--- src/rtl/acc_reader.sv ---
// Row buffer between an accumulator and a byte stream: stores DEPTH two-entry rows
// and emits entry 0 then entry 1 of each row. Optional ACC_READER_ROWCNT_EN adds rows_sent.
module acc_reader #(
   parameter int DEPTH = 2
) (
   input  logic       clk,
   input  logic       reset,
   input  logic       row_valid,
   input  logic [7:0] row_in_0,
   input  logic [7:0] row_in_1,
   output logic       row_ready,
   output logic [7:0] out_data,
   output logic       out_valid,
   input  logic       out_ready,
   output logic       out_last,
   output logic       overflow_err
`ifdef ACC_READER_ROWCNT_EN
   ,
   output logic [7:0] rows_sent
`endif
);

   localparam int PW = $clog2(DEPTH);
   localparam int CW = PW + 1;
   localparam logic [CW-1:0] DEPTH_C = CW'(DEPTH);

   localparam logic [1:0] IDLE    = 2'd0;
   localparam logic [1:0] SEND_LO = 2'd1;
   localparam logic [1:0] SEND_HI = 2'd2;

   logic [1:0]    state, state_next;
   logic [CW-1:0] count, count_next;
   logic [PW-1:0] wr_ptr, rd_ptr;
   logic [15:0]   mem [DEPTH];
   logic [15:0]   head;
   logic          push, pop;

   always_comb begin
      push       = row_valid && row_ready;
      pop        = (state == SEND_HI) && out_ready;
      count_next = count + CW'(push) - CW'(pop);
      state_next = state;
      case (state)
         IDLE:    if (push)      state_next = SEND_LO;
         SEND_LO: if (out_ready) state_next = SEND_HI;
         SEND_HI: if (out_ready) state_next = (count_next != '0) ? SEND_LO : IDLE;
         default:                state_next = IDLE;
      endcase
   end

   // row_ready is a registered view of the post-update occupancy, so a pop never frees a slot in the same cycle
   always_ff @(posedge clk) begin
      if (reset) begin
         state        <= IDLE;
         count        <= '0;
         wr_ptr       <= '0;
         rd_ptr       <= '0;
         row_ready    <= 1'b0;
         overflow_err <= 1'b0;
      end else begin
         state     <= state_next;
         count     <= count_next;
         row_ready <= (count_next < DEPTH_C);
         if (push) wr_ptr <= wr_ptr + PW'(1);
         if (pop)  rd_ptr <= rd_ptr + PW'(1);
         if (row_valid && !row_ready) overflow_err <= 1'b1;
      end
   end

   always_ff @(posedge clk) begin
      if (push) mem[wr_ptr] <= {row_in_1, row_in_0};
   end

   assign head = mem[rd_ptr];

   always_comb begin
      out_data = '0;
      case (state)
         SEND_LO: out_data = head[7:0];
         SEND_HI: out_data = head[15:8];
         default: out_data = '0;
      endcase
   end

   assign out_valid = (state != IDLE);
   assign out_last  = (state == SEND_HI);

`ifdef ACC_READER_ROWCNT_EN
   always_ff @(posedge clk) begin
      if (reset)    rows_sent <= '0;
      else if (pop) rows_sent <= rows_sent + 8'd1;
   end
`endif

endmodule

--- config.mk ---
export PLATFORM = sky130hd
export DESIGN_NAME = acc_reader
export DESIGN_NICKNAME = d
export VERILOG_FILES = /design/src/rtl/acc_reader.sv
export SDC_FILE = /design/constraint.sdc
export NUM_CORES = 1
export LEC_CHECK = 0
export BUFFER_PORTS_ARGS = -buffer_cell sky130_fd_sc_hd__buf_4
export CORE_MARGIN = 4
export CORE_UTILIZATION = 55
export CTS_CLUSTER_SIZE = 10
export DETAILED_ROUTE_END_ITERATION = 8
export MAX_ROUTING_LAYER = met4
export PLACE_DENSITY = 0.9
export SLEW_MARGIN = 20
export SYNTH_ARGS = -nofsm -noshare
export SYNTH_HDL_FRONTEND = slang
export SYNTH_SLANG_ARGS = --single-unit
export TNS_END_PERCENT = 50
--- constraint.sdc ---
create_clock -name clk -period 4.5 [get_ports clk]
set_input_delay 0.9 -clock clk [delete_from_list [all_inputs] [get_ports clk]]
set_output_delay 0.9 -clock clk [all_outputs]
set_load 0.05 [all_outputs]
==> results.md <==
* Result of the run: complete, no violations
* Max Clock Freq at between 300 and 400 MHz
* Drt first-iter violations at 61
* Endpoints failing setup at 0
* Total overflow reported by the global router at 0
* WL/cell at 15.1 um
* Buffer levels on the longest clock path at 2
* CP Class: register to output pin
* Setup repair after global routing missed its margin: no
* Worst Min Path Start: overflow_err
* Non-filler instance count after layout at roughly 200
* Post-synthesis instance area at 1760 um2
* LEAKAGE at 0.000807 uW
* Cell count of the worst hold path at 2
* Hold buffer count at cts at 0
* Starting density of the core at 0.575
* Worst-case setup slack after placement at roughly 2 ns
* Total via count after detailed routing at 1000
* Total I/O pin count at 32
* Worst path slowest cell: dfxtp_1
* Maximum ir drop on the vdd rail at 0.344 mV
* Sum of routed wire length over all layers at 2940 um
* Placeable core region at 3050 um2
* CTS tree: done
* Total of flip-flops plus latches after synthesis at 41
* Data required time of the critical path at roughly 3.6 ns
* Met3 Resource Use GR at 0.0624
* Minimum clock period after layout at 2.89 ns
* Die width at 64.5 um
* Cell area after layout at about 2100 um2
* Setup TNS at 0 ns
* Syn. warnings at 0
* GRT busiest layer: met2
* Area grow syn2layout at 18.9%
* Class of the most critical hold timing path: register to register
* Initial antenna violation count at 0
* R2R Path End: state[0]
* Detail-routed via count per cell at 5.13
* Number of diodes added for antenna fixing at 0
* Share of the yosys chip area belonging to registers at 0.650
* Worst-path maximum fanout at 16
* Standard-cell row count at 20
* Crit end category: output pin
* Layout net count at between 150 and 200
* Power density over cell area at roughly 500 nW/um2
* Library cell used as clock root buffer: clkbuf_4
* Period Utilization, post-route at 0.642
* CTS sink count at just over 40
* Cell count after synthesis at 116
* Post-synthesis net count at ~140
* Number of distinct library cell variants in the gate-level netlist after synthesis at 27
* Reg clk slew, reported paths at 0.11 ns
* Relative slew slack at 0.503
* Post-CTS Resized at 0
* Insertion delay to the later sink of the worst-skew pair at roughly 0.34 ns
* Arrival time worst endpoint at ~2.0 ns
* Worst hold path endpoint: overflow_err
* Met1 routing resource usage after global routing at 0.193
* Worst Setup Slack, final at between 1.5 and 2 ns
* Number of global-route vias before repair at 1035
* Global-route wire length before repair at 4970 um
* Routing usage on met2 at 0.267
* Number of nets with antenna violations after routing at 0
* RD Place Congestion at 0.723
* Area of placed instances at 2010 um2
* Max Cap Viol at 0
* Setup slack on the worst flop-to-flop path at 2.27 ns
* Cell Count Post-Placement at 187
* Fillers at 226
* Slew @ Worst Pin at roughly 0.75 ns
* Peak per-stage delay on the critical path at 0.79 ns
* Drt drc at 0
* H-Tree Level Count at 2
* Final core utilization at 0.684
* Dpl hpwl at roughly 2100 um
* Total count of hold-check failures in the final report at 0
* Pins over their slew limit at 0
* R2r startpoint: state[0]
* CTS buffer count at 5
* Die span in y at 64.5 um
* Average cell area after synthesis at 15.1 um2
* Worst-case reg-to-reg path depth at 9
* Largest net degree at the start of global routing at 17
* Layout cells sized above 1 at 0.371
* Postcts setup bufs at 0
* Aggregate global-route resource usage at 0.169
* Series of cell instances along the critical path: mux2_2, a22oi_1, nor2b_1, buf_4
* Number of port buffers at 31
* Layout Skew at 0.00716 ns
* Critical Path Source Type: register
* Area enclosed by the die boundary at slightly above 4000 um2
* DRT Pass-1 Iters at 4
[synth_stat cells]
cell type / n / area (um2)
buf_2: 2 / 10.0
xnor2_1: 1 / 8.76
inv_1: 5 / 18.8
and3_1: 1 / 6.26
nor2b_1: 11 / 68.8
clkbuf_1: 1 / 3.75
a22oi_1: 8 / 60.1
buf_8: 1 / 15.0
buf_6: 1 / 11.3
nand2b_1: 1 / 6.26
o21bai_1: 1 / 7.51
xor2_1: 1 / 8.76
ha_1: 7 / 87.6
nand3_1: 1 / 5.00
nand2_1: 1 / 3.75
edfxtp_1: 32 / 961
a21bo_2: 1 / 10.0
mux2_4: 2 / 30.0
and2_1: 2 / 12.5
mux2_2: 14 / 158
a21oi_1: 3 / 15.0
xor3_1: 1 / 23.8
nor2_1: 6 / 22.5
o21ai_0: 1 / 5.00
a21o_1: 1 / 7.51
dfxtp_1: 9 / 180
a311oi_1: 1 / 8.76
[report_power, final]
group	internal (uW)	switching, uW	total (uW)
clock	116	110	226
sequential	453	25.8	478
combinational	141	200	341
[critical path, delay by kind of cell, from the launching register on]
family / cells / cell delay (ns)
flip-flops: 1 / 0.79
AND/OR/NAND/NOR: 1 / 0.07
buffers and inverters: 1 / 0.19
multiplexers: 1 / 0.41
AO/OA/AOI/OAI: 1 / 0.19
[placed cells by master (no fill, tap or decap), types with 2 or more instances in the layout]
| cell | instances |
|---|---|
| buf_4 | 32 |
| edfxtp_1 | 32 |
| mux2_2 | 14 |
| nor2b_1 | 11 |
| dfxtp_1 | 9 |
| a22oi_1 | 8 |
| ha_1 | 7 |
| nor2_1 | 6 |
| inv_1 | 5 |
| clkbuf_4 | 5 |
| a21oi_1 | 3 |
| and2_1 | 2 |
| mux2_4 | 2 |
[layout make-up]
type,count,area [um2],share of cell area
inverters,5,18.8,0.00899
clock inverters,2,35.0,0.0168
repair buffers,32,240,0.115
clock buffers,6,41.3,0.0198
flip-flops and latches,41,1140,0.547
multi-input cells,65,556,0.266
well taps,44,55.1,0.0264
[cell families after synthesis]
group,Yosys count,share of synthesized area
multiplexers,16,0.107
AND/OR/NAND/NOR,23,0.0713
XOR/XNOR,3,0.0235
adder cells (fa/ha/maj),7,0.0499
AO/OA/AOI/OAI,16,0.0649
flip-flops,41,0.650
buffers and inverters,10,0.0335
[state kept, by name (all words and copies together), names as in the netlist, named ones only]
| signal | flops |
|---|---|
| state | 2 |
| mem | 32 |
| count | 2 |
| rd_ptr | 1 |
| overflow_err | 1 |
| wr_ptr | 1 |
| row_ready | 1 |
[metrics by stage]
step	power (uW)	hold slack (ns)
6_report	1050	0.494
5_1_grt	1110	0.555
4_1_cts	1050	0.499
3_5_place_dp	830	0.473
3_3_place_gp	817	0.463
2_1_floorplan	738	0.481
[worst max path at each step]
stage	to	start	slack, ns	depth (start not counted)
5_1_grt	out_data[3]	register	1.45	4
3_3_place_gp	out_data[2]	register	1.99	4
2_1_floorplan	out_data[0]	state[0]	1.66	5
6_report	out_data[4]	register	1.61	4
3_5_place_dp	out_data[2]	register	1.98	4
4_1_cts	out_data[2]	register	1.59	4
[metal layers]
metal | vias to the layer above | share of wire
met5 | - | 0
met4 | 0 | 0.019
met3 | 5 | 0.076
met2 | 36 | 0.52
met1 | 470 | 0.39
li1 | 489 | -
Power figures use the tool's default switching activity.
